==> src/rtl/unified_mem_arbiter.sv <==
// rtl/unified_mem_arbiter.sv - Shares one single-ported memory between fetch and data requesters.
// Data has priority; fetch is forced after MAX_DEFER consecutive data wins over it.
module unified_mem_arbiter #(
  parameter int ADDR_W    = 32,
  parameter int DATA_W    = 32,
  parameter int MEM_LAT   = 2,
  parameter int MAX_DEFER = 4
) (
  input  logic              clock,
  input  logic              reset,
  input  logic              if_req,
  input  logic [ADDR_W-1:0] if_addr,
  output logic              if_gnt,
  output logic [DATA_W-1:0] if_rdata,
  output logic              if_valid,
  input  logic              d_req,
  input  logic              d_we,
  input  logic [ADDR_W-1:0] d_addr,
  input  logic [DATA_W-1:0] d_wdata,
  output logic              d_gnt,
  output logic [DATA_W-1:0] d_rdata,
  output logic              d_valid,
  output logic              mem_en,
  output logic              mem_we,
  output logic [ADDR_W-1:0] mem_addr,
  output logic [DATA_W-1:0] mem_wdata,
  input  logic [DATA_W-1:0] mem_rdata,
  output logic              stall
);

  localparam int LAT_W = (MEM_LAT > 1) ? $clog2(MEM_LAT) : 1;
  localparam int DEF_W = $clog2(MAX_DEFER + 1);
  localparam logic [LAT_W-1:0] LAT_INIT = LAT_W'(MEM_LAT - 1);
  localparam logic [DEF_W-1:0] DEF_MAX  = DEF_W'(MAX_DEFER);

  typedef enum logic [1:0] {IDLE, ACCESS, DONE} state_t;

  state_t           state, state_nxt;
  logic [LAT_W-1:0] lat_cnt;
  logic [DEF_W-1:0] defer_cnt;
  logic             own_d;
  logic             we_q;
  logic             sel_d, sel_f;

  assign sel_d = d_req && (!if_req || defer_cnt < DEF_MAX);
  assign sel_f = !sel_d && if_req;
  assign stall = if_req & ~if_valid;

  always_comb begin
    state_nxt = state;
    case (state)
      IDLE:    if (sel_d || sel_f) state_nxt = ACCESS;
      ACCESS:  if (lat_cnt == '0) state_nxt = DONE;
      DONE:    state_nxt = IDLE;
      default: state_nxt = IDLE;
    endcase
  end

  always_ff @(posedge clock) begin
    if (reset) begin
      state     <= IDLE;
      lat_cnt   <= '0;
      defer_cnt <= '0;
      own_d     <= 1'b0;
      we_q      <= 1'b0;
      if_gnt    <= 1'b0;
      d_gnt     <= 1'b0;
      if_valid  <= 1'b0;
      d_valid   <= 1'b0;
      if_rdata  <= '0;
      d_rdata   <= '0;
      mem_en    <= 1'b0;
      mem_we    <= 1'b0;
      mem_addr  <= '0;
      mem_wdata <= '0;
    end else begin
      state    <= state_nxt;
      if_gnt   <= 1'b0;
      d_gnt    <= 1'b0;
      if_valid <= 1'b0;
      d_valid  <= 1'b0;
      mem_we   <= 1'b0;
      case (state)
        IDLE: begin
          if (sel_d || sel_f) begin
            own_d     <= sel_d;
            we_q      <= sel_d & d_we;
            mem_we    <= sel_d & d_we;
            mem_en    <= 1'b1;
            mem_addr  <= sel_d ? d_addr : if_addr;
            mem_wdata <= sel_d ? d_wdata : '0;
            lat_cnt   <= LAT_INIT;
            if_gnt    <= sel_f;
            d_gnt     <= sel_d;
            if (sel_f)
              defer_cnt <= '0;
            else if (if_req && defer_cnt < DEF_MAX)
              defer_cnt <= defer_cnt + 1'b1;
          end
        end
        ACCESS: begin
          if (lat_cnt != '0) begin
            lat_cnt <= lat_cnt - 1'b1;
          end else begin
            mem_en <= 1'b0;
            if (own_d) begin
              d_valid <= 1'b1;
              d_rdata <= we_q ? '0 : mem_rdata;
            end else begin
              if_valid <= 1'b1;
              if_rdata <= mem_rdata;
            end
          end
        end
        default: ;
      endcase
    end
  end

endmodule

==> config.mk <==
export PLATFORM = sky130hd
export DESIGN_NAME = unified_mem_arbiter
export DESIGN_NICKNAME = d
export VERILOG_FILES = /design/src/rtl/unified_mem_arbiter.sv
export SDC_FILE = /design/constraint.sdc
export NUM_CORES = 1
export LEC_CHECK = 0
export BUFFER_PORTS_ARGS = -buffer_cell sky130_fd_sc_hd__buf_4
export CELL_PAD_IN_SITES_DETAIL_PLACEMENT = 0
export CELL_PAD_IN_SITES_GLOBAL_PLACEMENT = 1
export CORE_MARGIN = 2
export CORE_UTILIZATION = 32
export CTS_CLUSTER_SIZE = 8
export DETAILED_ROUTE_END_ITERATION = 7
export PLACE_DENSITY_LB_ADDON = 0.3
export SETUP_SLACK_MARGIN = 0.3
export SYNTH_ARGS = -nofsm -noshare
export SYNTH_HDL_FRONTEND = slang
export SYNTH_SLANG_ARGS = --single-unit
==> constraint.sdc <==
create_clock -name clock -period 1.6 [get_ports clock]
set_clock_uncertainty 0.05 [all_clocks]
set_input_delay 0.08 -clock clock [delete_from_list [all_inputs] [get_ports clock]]
set_output_delay 0.08 -clock clock [all_outputs]
set_load 0.1 [all_outputs]
==> flow_metrics.env <==
export IMPL_finalCritPeriodShare=0.948
export IMPL_max_vdd_ir_drop_mv=0.741
export IMPL_p_leak_nw=4.35
export IMPL_rsz0062_at_grt="yes"
export IMPL_clkTransAtPathRegs_ns=0.06
export IMPL_worst_slew_pin_slew_ns=0.388
export IMPL_finalSetupViolations=0
export IMPL_syn_inst=457
export IMPL_ys_warn_count=0
export IMPL_maxCapViolCount=0
export IMPL_crit_path_start_kind="flop"
export IMPL_totalWireLength_um=17700
export IMPL_endpoint_kind="flop"
export IMPL_vias_per_cell=4.86
export IMPL_avgSynthCellArea_sq_um=10.8
export IMPL_start_util=0.327
export IMPL_fin_hold_ws_ns=0.0608
export IMPL_status="finished, final reports clean"
export IMPL_worstPathMaxFanout=7
export IMPL_synth_xor_area_share=0
export IMPL_cts_buffers_inserted=17
export IMPL_cts_max_level=4
export IMPL_synth_compound_area_frac=0.214
export IMPL_grt_pass1_vias=5254
export IMPL_cts_tree="built"
export IMPL_synth_mux_area_frac=0.0647
export IMPL_dieHeight_um=128
export IMPL_ys_ff_latch=142
export IMPL_clock_fmax_ghz=0.659
export IMPL_drt_pass1_iterations=4
export IMPL_critical_path_required_ns=1.89
export IMPL_post_route_util=0.636
export IMPL_slowest_stage="or3b_4"
export IMPL_dieWidth_um=128
export IMPL_min_period_ns=1.52
export IMPL_drv_slew=0
export IMPL_grt_pass1_wl_um=26800
export IMPL_clock_latency_ns=0.41
export IMPL_ys_seq_area_frac=0.574
export IMPL_antenna_left=0
export IMPL_dp_hpwl_um=10500
export IMPL_slowest_delay_ns=0.40
export IMPL_hold_violations=0
export IMPL_vias=5245
export IMPL_worst_path_dominant_cell_family="simple AND/OR/NAND/NOR gates"
export IMPL_syn_nets=591
export IMPL_cts_sinks=142
export IMPL_maxSlewHeadroom=0.735
export IMPL_grt_use_total=0.208
export IMPL_yosysUniqueCellTypes=37
export IMPL_arrival_ns=1.81
export IMPL_grt_max_degree=43
export IMPL_powerDensity_nw_per_um2=1200
export IMPL_routabilityCongestion=0.770
export IMPL_synthSimpleGateAreaFrac=0.101
export IMPL_crit_path_frequent_cell="or3b_4"
export IMPL_overflow=0
export IMPL_hp_class="in2reg"
export IMPL_antenna_found_initial=0
export IMPL_std_cell_rows=45
export IMPL_synthAdderAreaFrac=0.00253
export IMPL_post_drt_wl_per_cell_um=16.4
export IMPL_drive_gt1_frac=0.402
export IMPL_fin_nets=1013
export IMPL_drtIter0Drc=228
export IMPL_cp_num_buf_inv=1
export IMPL_io_pins=268
export IMPL_p_total_w=0.0116
export IMPL_path_cells="buf_6 -> or3b_4 -> or3b_4 -> a21oi_2"
export IMPL_die_area_sq_um=16500
export IMPL_syn_to_final_growth_pct=94.7
export IMPL_coreArea_sq_um=15100
export IMPL_clockBufferDepth=2
export IMPL_critical_path_class="reg2reg"
export IMPL_io_buffers=267
export IMPL_synth_top_family_by_area="compound AO/OA/AOI/OAI gates"
export IMPL_cts_root_buffer="clkbuf_16"
export IMPL_drc=0
export IMPL_synth_area_sq_um=4950
-- per-stage QoR --
step | TNS, ns | area, sq um | cells | setup WS [ns]
2_1_floorplan | 0 | 5020 | 457 | 0.173
3_5_place_dp | -4.53 | 7250 | 891 | -0.190
5_1_grt | 0 | 9640 | 1079 | 0.0329
6_report | 0 | 9640 | 1080 | 0.0827
4_1_cts | 0 | 9550 | 1072 | 0.106
3_3_place_gp | -2.44 | 7250 | 891 | -0.0930
-- layout by cell type (no fill, tap or decap), drive strengths merged, types with 2 or more instances in the layout --
cell type    instances
nor4b                2
nor2b                3
clkinvlp             4
clkbuf              22
inv                  2
nand3b               5
a21o                 2
mux2i               32
bufinv               3
a22o                58
nor3                 2
nand2               70
nand2b               5
o2bb2ai             33
or3b                 2
dlygate4sd3        132
nor2                 6
buf                308
a21oi               42
dfxtp              142
-- worst reg2reg max path: cells and delay by family, from the launching register on --
kind | cells | cell delay (ns)
flip-flops | 1 | 0.34
buffers and inverters | 1 | 0.14
AO/OA/AOI/OAI | 1 | 0.14
AND/OR/NAND/NOR | 2 | 0.78
-- final timing paths --
kind                             start                   endpoint  slack, ns  cells after the start
max              state[0]$_SDFFE_PP0P_  defer_cnt[0]$_SDFFE_PP0P_       0.08                      4
max reg2reg      state[0]$_SDFFE_PP0P_  defer_cnt[0]$_SDFFE_PP0P_       0.08                      4
min reg2reg  if_rdata[23]$_SDFFE_PP0P_  if_rdata[23]$_SDFFE_PP0P_       0.40                      2
min                              d_req       lat_cnt$_SDFFE_PP0P_       0.06                      4
-- sequential cells by signal, summed over array words and instances (netlist names) --
name	cells
d_rdata	32
d_valid	1
lat_cnt	1
state	2
if_gnt	1
d_gnt	1
own_d	1
mem_we	1
mem_addr	32
defer_cnt	3
mem_wdata	32
we_q	1
if_valid	1
if_rdata	32
mem_en	1
-- synthesized netlist by cell type --
cell type,instances,area (sq um)
a2111oi_0,1,8.76
a21boi_1,1,7.51
a21o_1,2,15.0
a21oi_1,42,210
a22o_1,58,508
and2_1,1,6.26
and3_1,1,6.26
and3b_1,1,8.76
and4bb_1,1,12.5
buf_1,1,3.75
buf_2,19,95.1
buf_4,5,37.5
buf_6,3,33.8
clkbuf_1,10,37.5
dfxtp_1,142,2840
ha_1,1,12.5
inv_1,1,3.75
mux2i_1,32,320
nand2_1,70,263
nand2b_1,5,31.3
nand3b_1,5,37.5
nand4_1,1,6.26
nor2_1,4,15.0
nor2_2,1,6.26
nor2b_1,3,18.8
nor3_1,2,10.0
nor3b_1,1,7.51
nor4b_2,2,30.0
o21ai_0,1,5.00
o21ba_2,1,10.0
o21bai_1,1,7.51
o2bb2ai_1,33,289
or2_1,1,6.26
or3_1,1,6.26
or3b_1,1,8.76
or3b_4,1,11.3
or4b_1,1,10.0
-- logic make-up after synthesis --
kind of cell,after synthesis
flip-flops,142
AO/OA/AOI/OAI,140
buffers and inverters,39
AND/OR/NAND/NOR,103
adder cells (fa/ha/maj),1
multiplexers,32
-- where the power goes --
group	switching (W)	leakage [nW]	internal (W)
Combinational	0.00240	2.91	0.00117
Clock	0.00149	0.285	0.00257
Sequential	0.000155	1.16	0.00379
-- cell type report --
cell class                      instances  area [sq um]
Fill cell                            1148          5510
Timing Repair Buffer                  440          3950
Sequential cell                       142          2850
Multi-Input combinational cell        277          1990
Clock buffer                           22           474
Tap cell                              188           235
Clock inverter                          9           134
Inverter                                1          3.75
Antenna cell                            1          2.50
-- what timing repair did --
item,4_1_cts,5_1_grt
pin swaps,15,8
setup endpoints to repair,127,133
endpoints found under the hold margin,136,3
buffers inserted,12,5
resized for setup,23,6
gates cloned,7,1
hold buffers,131,1
-- metal layers --
metal	up-vias	share of wire	GRT usage	wire length [um]
met5	-	0	0	0
met4	0	0.025	0.0789	442
met3	36	0.081	0.0765	1440
met2	245	0.47	0.336	8390
met1	2474	0.42	0.253	7440
li1	2490	-	-	-
No activity file was read; power rests on OpenSTA's default activity.
